===== src/rtl/mem_arbiter.sv =====
// Two-requester round-robin arbiter in front of a single-port memory.
// One transaction is in flight at a time: IDLE -> WR -> IDLE, or IDLE -> RD -> RESP -> IDLE.
module mem_arbiter #(
   parameter int unsigned ADDR_W = 4,
   parameter int unsigned DATA_W = 2
) (
   input  logic              clk,
   input  logic              rst_n,
   input  logic [1:0]        req_valid,
   output logic [1:0]        req_ready,
   input  logic [1:0]        req_wr,
   input  logic [ADDR_W-1:0] req_addr0,
   input  logic [ADDR_W-1:0] req_addr1,
   input  logic [DATA_W-1:0] req_wdata0,
   input  logic [DATA_W-1:0] req_wdata1,
   output logic [1:0]        rsp_valid,
   output logic [DATA_W-1:0] rsp_rdata,
   output logic              mem_wr,
   output logic              mem_rd,
   output logic [ADDR_W-1:0] mem_index_wr,
   output logic [ADDR_W-1:0] mem_index_rd,
   output logic [DATA_W-1:0] mem_wdata,
   input  logic [DATA_W-1:0] mem_rdata
);

   typedef enum logic [1:0] {StIdle, StWr, StRd, StResp} state_e;

   state_e              state_q, state_d;
   logic                last_grant_q, last_grant_d;
   logic                id_q, id_d;
   logic                wr_q, wr_d;
   logic [ADDR_W-1:0]   addr_q, addr_d;
   logic [DATA_W-1:0]   wdata_q, wdata_d;
   logic [DATA_W-1:0]   rdata_q, rdata_d;
   logic                win;
   logic                accept;

   always_comb begin
      state_d      = state_q;
      last_grant_d = last_grant_q;
      id_d         = id_q;
      wr_d         = wr_q;
      addr_d       = addr_q;
      wdata_d      = wdata_q;
      rdata_d      = rdata_q;
      req_ready    = 2'b00;
      rsp_valid    = 2'b00;
      mem_wr       = 1'b0;
      mem_rd       = 1'b0;
      mem_index_wr = '0;
      mem_index_rd = '0;
      mem_wdata    = '0;

      // With both requesting, the one not granted last wins; otherwise the sole requester.
      win    = (&req_valid) ? ~last_grant_q : req_valid[1];
      accept = 1'b0;

      unique case (state_q)
         StIdle: begin
            if (rst_n && (|req_valid)) begin
               req_ready    = win ? 2'b10 : 2'b01;
               accept       = 1'b1;
               last_grant_d = win;
               id_d         = win;
               wr_d         = req_wr[win];
               addr_d       = win ? req_addr1 : req_addr0;
               wdata_d      = win ? req_wdata1 : req_wdata0;
               state_d      = req_wr[win] ? StWr : StRd;
            end
         end
         StWr: begin
            mem_wr       = rst_n;
            mem_index_wr = addr_q;
            mem_wdata    = wdata_q;
            state_d      = StIdle;
         end
         StRd: begin
            mem_rd       = rst_n;
            mem_index_rd = addr_q;
            rdata_d      = mem_rdata;
            state_d      = StResp;
         end
         StResp: begin
            if (rst_n) begin
               rsp_valid = id_q ? 2'b10 : 2'b01;
            end
            state_d = StIdle;
         end
      endcase
   end

   assign rsp_rdata = rdata_q;

   always_ff @(posedge clk) begin
      if (!rst_n) begin
         state_q      <= StIdle;
         last_grant_q <= 1'b1;
         id_q         <= 1'b0;
         wr_q         <= 1'b0;
         addr_q       <= '0;
         wdata_q      <= '0;
         rdata_q      <= '0;
      end else begin
         state_q      <= state_d;
         last_grant_q <= last_grant_d;
         id_q         <= id_d;
         wr_q         <= wr_d;
         addr_q       <= addr_d;
         wdata_q      <= wdata_d;
         rdata_q      <= rdata_d;
      end
   end

endmodule


===== config.mk =====
export PLATFORM = sky130hd
export DESIGN_NAME = mem_arbiter
export DESIGN_NICKNAME = d
export VERILOG_FILES = /design/src/rtl/mem_arbiter.sv
export SDC_FILE = /design/constraint.sdc
export NUM_CORES = 1
export LEC_CHECK = 0
export CORE_UTILIZATION = 33
export CTS_BUF_LIST = sky130_fd_sc_hd__clkbuf_8 sky130_fd_sc_hd__clkbuf_16
export CTS_CLUSTER_SIZE = 14
export DETAILED_ROUTE_END_ITERATION = 10
export PLACE_DENSITY_LB_ADDON = 0.12
export SYNTH_ARGS = -nofsm -noshare
export SYNTH_HDL_FRONTEND = slang
export SYNTH_SLANG_ARGS = --single-unit

===== constraint.sdc =====
create_clock -name clk -period 1.2 [get_ports clk]
set_clock_uncertainty 0.15 [all_clocks]
set_input_delay 0.24 -clock clk [delete_from_list [all_inputs] [get_ports clk]]
set_output_delay 0.24 -clock clk [all_outputs]
set_load 0.005 [all_outputs]

==> run_results.csv, run 1 <==
group,metric,value,unit
timing,whs,347,ps
detailed_routing,avgRoutedWirePerCell,17.3,um
synth,syn_area,664,um2
power,power_density,1020,mW/mm2
power,p_leak,0.656,nW
global_routing,antenna_found_initial,0,
clocking,cts.sinks,12,
layout,multi_input_area,532,um2
floorplan,pin_count,38,
detailed_routing,num_vias,857,
timing,timing.final.ws_setup,-430,ps
global_routing,grt_pass1_wl,4100,um
global_routing,use_met3,3.46,%
floorplan,initial_core_util,36.9,%
timing,finalHoldViolations,0,
clocking,cts_tree,"yes",
placed_design,numPortBuffers,37,
timing,drv_slew,0,
min_path,hold_depth,2,
setup_path,crit_path_start_kind,"flop",
floorplan,core-area,0.00180,mm2
placed_design,place_area,0.00116,mm2
layout,diodes,0,
setup_path,crit_fanout,4,
layout,fillCellCount,117,
global_routing,grt_pass1_vias,880,
clocking,htreeDepth,1,
synth,syn_inst,76,
run,cap_violations,0,
power,peakVddDrop,0.000691,V
synth,ys_types,26,
setup_path,rr_worst_depth,5,
detailed_routing,ant_nets,0,
global_routing,grt.met2_usage,48.9,%
timing,worst_pin_slew,407,ps
synth,syn_avg_cell_area,8.74,um2
timing,fmax,614,MHz
timing,setup_viol,28,
clocking,clock_tree.buffer_depth,2,
synth,yosys_warnings,0,
layout,finish.net_count,162,
global_routing,grt_usage,27.2,%
layout,layout_commonest_cell,"buf_6",
outcome,outcome,"finished, violations left",
setup_path,required,810,ps
detailed_routing,vias_per_cell,5.19,
synth,syn_nets,96,
synth,ys_seq_area_share,36.2,%
floorplan,die_w,46.9,um
layout,drive_gt1_share,60.7,%
setup_path,arrival,1240,ps
detailed_routing,drtIter0Drc,27,
power,combPwrFrac,43.0,%
outcome,violations,"negative setup slack",
clocking,cts_inserted_buffers,3,
setup_path,critPathCaptureType,"primary output",
floorplan,dieHeight,46.9,um
global_routing,grt_max_degree,10,
synth,ys_ff_latch,12,
clocking,cts-hold-fix-buffers,0,
placed_design,place.gp.congestion,0.837,
timing,layout_min_cycle_time,1630,ps
global_routing,grt_busiest_layer,"met2",
layout,seqCellArea,251,um2
global_routing,grt_use_met1,32.1,%
power,swShare,30.5,%
layout,fin_area,0.00148,mm2
global_routing,overflow,0,
layout,area_delta_synth_final,123,%
clocking,cts_root_buf,"clkbuf_8",
detailed_routing,totalWireLength,2860,um
clocking,clk-insertion-delay-late,240,ps
setup_path,criticalPathCategory,"reg -> out",
layout,mostFrequentLayoutCells,"buf_6 (20), clkdlybuf4s50_1 (16), buf_4 (13)",
detailed_routing,drtPass1Iterations,4,
power,pwr-share-seq,32.2,%
clocking,clk_pin_slew_worst_paths,60,ps
power,switchingPower,0.459,mW
timing,rsz0062_at_grt,"true",
timing,max_slew_margin,72.7,%
min_path,min_path_type,"reg -> reg",
placed_design,dp_hpwl,1450,um
power,clock_power_share,24.9,%
detailed_routing,drc,0,
floorplan,rows,15,
timing,finalCritPeriodShare,136,%
power,p_int,1.04,mW
floorplan,die_area,0.00220,mm2
[logic make-up after synthesis]
group,Yosys count,share of synthesized area (%)
mux,9,14.3
compound gates,18,19.4
buf+inv,10,7.16
flops,12,36.2
simple gates,27,23.0
[cells in the mapped netlist]
cell type | number | area, um2
dfxtp_1 | 12 | 240
and2_1 | 11 | 68.8
mux2i_1 | 8 | 80.1
a211oi_1 | 6 | 45.0
a31oi_1 | 6 | 37.5
inv_1 | 5 | 18.8
nor2_1 | 5 | 18.8
nor2b_1 | 3 | 18.8
buf_2 | 2 | 10.0
nand2_1 | 2 | 7.51
a21boi_2 | 1 | 11.3
a21oi_1 | 1 | 5.00
a32o_1 | 1 | 10.0
buf_6 | 1 | 11.3
clkbuf_1 | 1 | 3.75
clkinv_1 | 1 | 3.75
mux2_4 | 1 | 15.0
nand2b_1 | 1 | 6.26
nand3_1 | 1 | 5.00
nand4_1 | 1 | 6.26
nor3_1 | 1 | 5.00
nor3_2 | 1 | 10.0
o211ai_1 | 1 | 7.51
o21ai_0 | 1 | 5.00
o31ai_1 | 1 | 7.51
or2_2 | 1 | 6.26
[final cells by class]
cell class              instances  share of cell area (%)
well taps                      25                    2.12
clock buffers                   3                    2.79
flip-flops and latches         12                    17.0
multi-input cells              54                    36.0
inverters                       6                    1.52
repair buffers                 65                    40.6
[sequential cells by signal, summed over array words and instances (netlist names)]
register,flops
addr_q,4
last_grant_q,1
rsp_rdata,2
state_q,2
wdata_q,2
id_q,1
[stage by stage]
step           setup TNS [ps]  worst slack, ps  std cells  power, mW  util (%)
2_1_floorplan            -183             -156         76      0.655         -
3_3_place_gp           -14910             -846        150      0.880      64.7
3_5_place_dp           -15260             -883        150      0.887      64.7
5_1_grt                 -9750             -482        165       1.56      82.1
6_report                -8750             -430        165       1.50      82.1
4_1_cts                 -7470             -410        165       1.42      77.8
[metal layers]
metal | vias to the layer above | share of wire [%]
li1 | 398 | -
met1 | 409 | 42
met2 | 42 | 52
met3 | 8 | 4.2
met4 | 0 | 2.6
met5 | - | 0
[path summary, 6_finish.rpt]
kind	startpoint	endpoint	slack, ps
worst max-delay path	state_q[1]	mem_index_rd[3]	-430
worst max register to register	last_grant_q	state_q[0]	-400
worst min register to register	rsp_rdata[0]	rsp_rdata[0]	350
worst min-delay path	rsp_rdata[0]	rsp_rdata[0]	350
[timing repair]
action                     4_1_cts  5_1_grt
setup buffers                   13        2
pin swaps                       10       10
resized for setup              117       23
setup endpoints to repair       30       30
[critical path, cell delays in order, from the launching register on]
cell and delay [ps]:
dfxtp_4 350, nor2b_1 130, buf_4 150, buf_6 120
and2_4 150, buf_6 100
[power groups by stage]
stage	clock network (mW)	logic [mW]	registers, mW
floorplan	0	0.178	0.477
global placement	0	0.403	0.477
detailed placement	0	0.406	0.481
CTS	0.373	0.566	0.477
global route	0.396	0.680	0.488
finish	0.374	0.646	0.484
Power figures use the tool's default switching activity.
==> run 2: changes to the inputs <==
--- a/config.mk
+++ b/config.mk
@@ -9,6 +9,7 @@
 export CTS_BUF_LIST = sky130_fd_sc_hd__clkbuf_8 sky130_fd_sc_hd__clkbuf_16
 export CTS_CLUSTER_SIZE = 14
 export DETAILED_ROUTE_END_ITERATION = 10
+export HOLD_SLACK_MARGIN = 0.03
 export PLACE_DENSITY_LB_ADDON = 0.12
 export SYNTH_ARGS = -nofsm -noshare
 export SYNTH_HDL_FRONTEND = slang
==> results of run 2 <==
No change in the layout: final DEF, timing and power equal those of run 1.
==> RTL change 1, RTL diff (settings of run 1) <==
Take the reset off `addr_q` and load it in a clocked block of its own.
--- a/src/rtl/mem_arbiter.sv
+++ b/src/rtl/mem_arbiter.sv
@@ -99,3 +99,2 @@
          wr_q         <= 1'b0;
-         addr_q       <= '0;
          wdata_q      <= '0;
@@ -107,3 +106,2 @@
          wr_q         <= wr_d;
-         addr_q       <= addr_d;
          wdata_q      <= wdata_d;
@@ -113,2 +111,6 @@
 
+   always_ff @(posedge clk) begin
+      addr_q <= addr_d;
+   end
+
 endmodule
Function: same outputs for any inputs over 10 cycles, from zero or initial values and one cycle with rst_n low; that may be too few to reach the edited logic, so the function may still have changed.
==> RTL change 1 against run 1 <==
The flow still finishes with violations (negative setup slack). Total power barely moved. Worst hold slack improved by 10 ps. Synthesized cell count fell by 16%. Setup slack improved by 0.52 ps. Highest routed layer unchanged. Count of clock-buffer cells in the layout did not move. Synthesized area fell by 3.8%. Critical path depth rose by 1. Sequential cell count did not move. Final area fell by 0.25%. Maximum frequency barely moved. Wire length fell by 13%. Sequential share of layout area rose by 2.6 points.
==> RTL change 1: results (changes against run 1) <==
* Seq/Total Area, Yosys at 43.8% (+7.7 points)
* Pre-Repair DR Iteration Count at 3 (-1)
* Maximum VDD drop at 0.842 mV (+22%)
* Post-synth EDFFs at 4 (+4)
* Worst slack at placement at -990 ps (-107 ps)
* Worst-Margin Slew at 255 ps (-152 ps)
* Status: finished, violations left
* Mapped Avg Cell Area at 9.99 um2 (+14%)
* Layout cells sized above 1 at 63.4% (+2.7 points)
* # setup viols final at 31 (+11%)
* Vias in the first global route at 737 (-16%)
* Dpl cells at 146 (-2.7%)
* Setup TNS at -9560 ps (-815 ps)
* Fill cells at 106 (-9.4%)
* Post-synth top cells: and2_1, dfxtp_1, inv_1
* Crit path from: req_valid[0]
* Setup crit end: req_ready[1]
* Starting DRT DRC Count at 9 (-67%)
* Max stage delay cell, worst path: or2_2
* Synth area leaders: dfxtp_1, edfxtp_1, and2_1
* Post-DP HPWL at 1580 um (+9.0%)
* Violations in the final reports: negative setup slack
* Static Leak at 0.000662 uW (+0.86%)
* DR WL/cell at 15.6 um (-10%)
* First-pass GRT wire length at 3270 um (-20%)
* Total GRT Usage at 22.7% (-4.5 points)
* Syn_nets at 84 (-13%)
* Vias per cell at 4.80 (-7.6%)
* Worst Hold Class: primary input to register
* Gpl congestion at 0.791 (-5.5%)
* Largest net degree at the start of global routing at 8 (-2)
* Worst setup margin at -429 ps (+0.517 ps)
## RTL change 1: stage by stage
stage	cell area [um2]	hold slack [ps]	util, %
floorplan	658	179	-
global placement	1210	325	68.7
detailed placement	1210	334	68.7
CTS	1360	343	77.2
global route	1480	387	83.6
finish	1480	357	83.6
## RTL change 1: metal layers
layer	track usage (%)	wire length, um	vias to the layer above
met1	24.8	977	363
met5	0	0	-
met4	9.41	38	0
met2	42.8	1380	27
li1	-	-	369
met3	3.17	79	4
## RTL change 1: power by group
part           leakage [uW]  internal, uW  switching, uW  total [uW]
registers          0.000104           469           38.2         507
clock network     0.0000231           226            156         382
logic              0.000534           394            221         616
## RTL change 1: cell families (layout without fill, tap and decap cells)
family	Yosys count	after routing	share of synthesized area, %
buffers and inverters	7	77	4.30
AO/OA/AOI/OAI	10	10	13.1
multiplexers	9	9	15.7
AND/OR/NAND/NOR	26	26	23.1
flip-flops	12	12	43.8
## RTL change 1: worst register-to-register path, cell delays in order, from the launching register on
cell      delay, ps
dfxtp_2         340
a21boi_4        160
buf_4           150
buf_4           130
mux2_4          310
a32o_1          250
## RTL change 1: how the worst min path moves through the flow
stage,start,to,slack (ps),cells after the start
global route,rst_n,last_grant_q,390,3
global placement,rsp_rdata[0],rsp_rdata[0],320,2
CTS,rsp_rdata[1],rsp_rdata[1],340,2
floorplan,rst_n,last_grant_q,180,1
detailed placement,rsp_rdata[1],rsp_rdata[1],330,2
finish,rst_n,last_grant_q,360,3
## RTL change 1: cell type report
| type | instances | share of cell area, % |
|---|---|---|
| Timing Repair Buffer | 67 | 43.6 |
| Inverter | 6 | 1.53 |
| Tap cell | 25 | 2.12 |
| Multi-Input combinational cell | 45 | 30.1 |
| Clock inverter | 1 | 0.254 |
| Clock buffer | 3 | 2.80 |
| Sequential cell | 12 | 19.6 |
## RTL change 1: what timing repair did
action                                  in CTS  in global routing
endpoints found under the setup margin      34                 33
buffers inserted                            11                  6
cloned                                       0                  0
pin swaps                                   17                  6
resized for setup                          111                 18
==> RTL change 2, RTL diff (flow settings as in run 1) <==
Made on the original files. Set the parameter `ADDR_W` to 3 (it was 4).
--- a/src/rtl/mem_arbiter.sv
+++ b/src/rtl/mem_arbiter.sv
@@ -3,3 +3,3 @@
 module mem_arbiter #(
-   parameter int unsigned ADDR_W = 4,
+   parameter int unsigned ADDR_W = 3,
    parameter int unsigned DATA_W = 2
Interface: changed (resized mem_index_rd, mem_index_wr, req_addr0 and req_addr1); port bits go from 38 to 34. No check against the original RTL was run, so the function may have changed too.
==> RTL change 2 against run 1 <==
The flow still finishes with violations (negative setup slack). Synthesized cell count fell by 3.9%. Total power rose by 3.6%. Sequential cell count down 1. First-iteration DRC count fell by 81%. Clock power fell by 5.6%. Synthesized area shrank 3.2%. Highest routed layer unchanged. Global-route usage is 5.4 points lower. Wire length shrank 19%. Count of clock-buffer cells in the layout did not move. Setup slack worse by 38 ps. Final area decreased by 6.9%. Register-to-register slack got worse by 30 ps. Via count down 8.9%.
==> RTL change 2: results (changes against run 1) <==
* Static Leak at 0.000622 uW (-5.2%)
* Maximum VDD drop at 0.755 mV (+9.4%)
* Synth area leaders: dfxtp_1, a311oi_2, and2_1
* Violations in the final reports: negative setup slack
* Vias per cell at 4.85 (-6.6%)
* Post-DP HPWL at 1310 um (-9.1%)
* Worst setup margin at -468 ps (-38.5 ps)
* Vias in the first global route at 769 (-13%)
* DRT Wirelength at 2320 um (-19%)
* Nets at 155 (-4.3%)
* Synth cell types at 25 (-3.8%)
* Worst Hold Class: primary input to register
* Largest register FFs at 3 (-1)
* Seq/Total Area, Yosys at 34.2% (-1.9 points)
* Starting DRT DRC Count at 5 (-81%)
* Int Power at 1100 uW (+5.5%)
* Gpl congestion at 0.732 (-13%)
* Status: finished, violations left
* Post-synth top cells: dfxtp_1, nand2_1, and2_1
* # port buffers at 33 (-11%)
* Hold path start: req_valid[1]
* Pre-Repair DR Iteration Count at 2 (-2)
* Largest net degree at the start of global routing at 8 (-2)
* Syn_nets at 91 (-5.2%)
* Slew HR at 76.3% (+3.6 points)
* Dpl cells at 145 (-3.3%)
* # setup viols final at 24 (-14%)
==> RTL change 2: changes by cell type after synthesis, sizes merged, moves of 3 or more <==
cell,run 1,this run
a211oi,6,0
a21oi,1,7
a311oi,0,5
a31oi,6,0
inv,5,2
mux2i,8,3
nand2,2,11
==> RTL change 2: cells by family (layout without fill, tap and decap cells) <==
| group | Yosys count | count (layout) | synth area share (%) |
|---|---|---|---|
| AND/OR/NAND/NOR | 36 | 36 | 30.9 |
| AO/OA/AOI/OAI | 18 | 18 | 24.1 |
| multiplexers | 3 | 3 | 4.67 |
| flip-flops | 11 | 11 | 34.2 |
| buffers and inverters | 5 | 68 | 6.03 |
==> RTL change 2: power groups by stage <==
stage               Clock (uW)  Combinational (uW)  Sequential, uW
floorplan                    0                 223             461
finish                     353                 738             466
CTS                        360                 640             460
detailed placement           0                 472             463
global placement             0                 464             462
global route               387                 784             471
==> RTL change 2: what timing repair did <==
| item | in CTS | in global routing |
|---|---|---|
| pin swaps | 14 | 10 |
| cloned | 0 | 0 |
| setup endpoints to repair | 26 | 26 |
| buffers inserted | 10 | 6 |
| resized for setup | 96 | 18 |
==> RTL change 2: final timing paths <==
check,to,slack (ps),depth (start not counted)
max,req_ready[0],-470,6
min reg2reg,rsp_rdata[0],370,2
max reg2reg,addr_q[1],-430,8
min,last_grant_q,320,3
==> RTL change 2: area by class of cell <==
| type | count | area [um2] |
|---|---|---|
| Tap cell | 25 | 31.3 |
| Timing Repair Buffer | 62 | 601 |
| Sequential cell | 11 | 228 |
| Multi-Input combinational cell | 57 | 465 |
| Clock buffer | 3 | 41.3 |
| Clock inverter | 1 | 3.75 |
| Fill cell | 115 | 405 |
| Inverter | 2 | 7.51 |
==> RTL change 2: tightest hold or removal path: stages <==
cell and delay (ps):
dlygate4sd2_1 230, a21oi_1 70, o21ai_0 130
==> RTL change 2: stage by stage <==
stage	area, um2	hold slack (ps)
after floorplan	648	166
after global placement	1110	323
after global routing	1380	352
final	1380	325
after detailed placement	1110	337
after CTS	1300	323
==> RTL change 2: per-layer routing <==
metal / wire, um / track usage (%) / up-vias
li1: - / - / 380
met4: 67 / 4.71 / 0
met1: 899 / 22.6 / 368
met2: 1250 / 41.1 / 25
met5: 0 / 0 / -
met3: 103 / 7.84 / 8
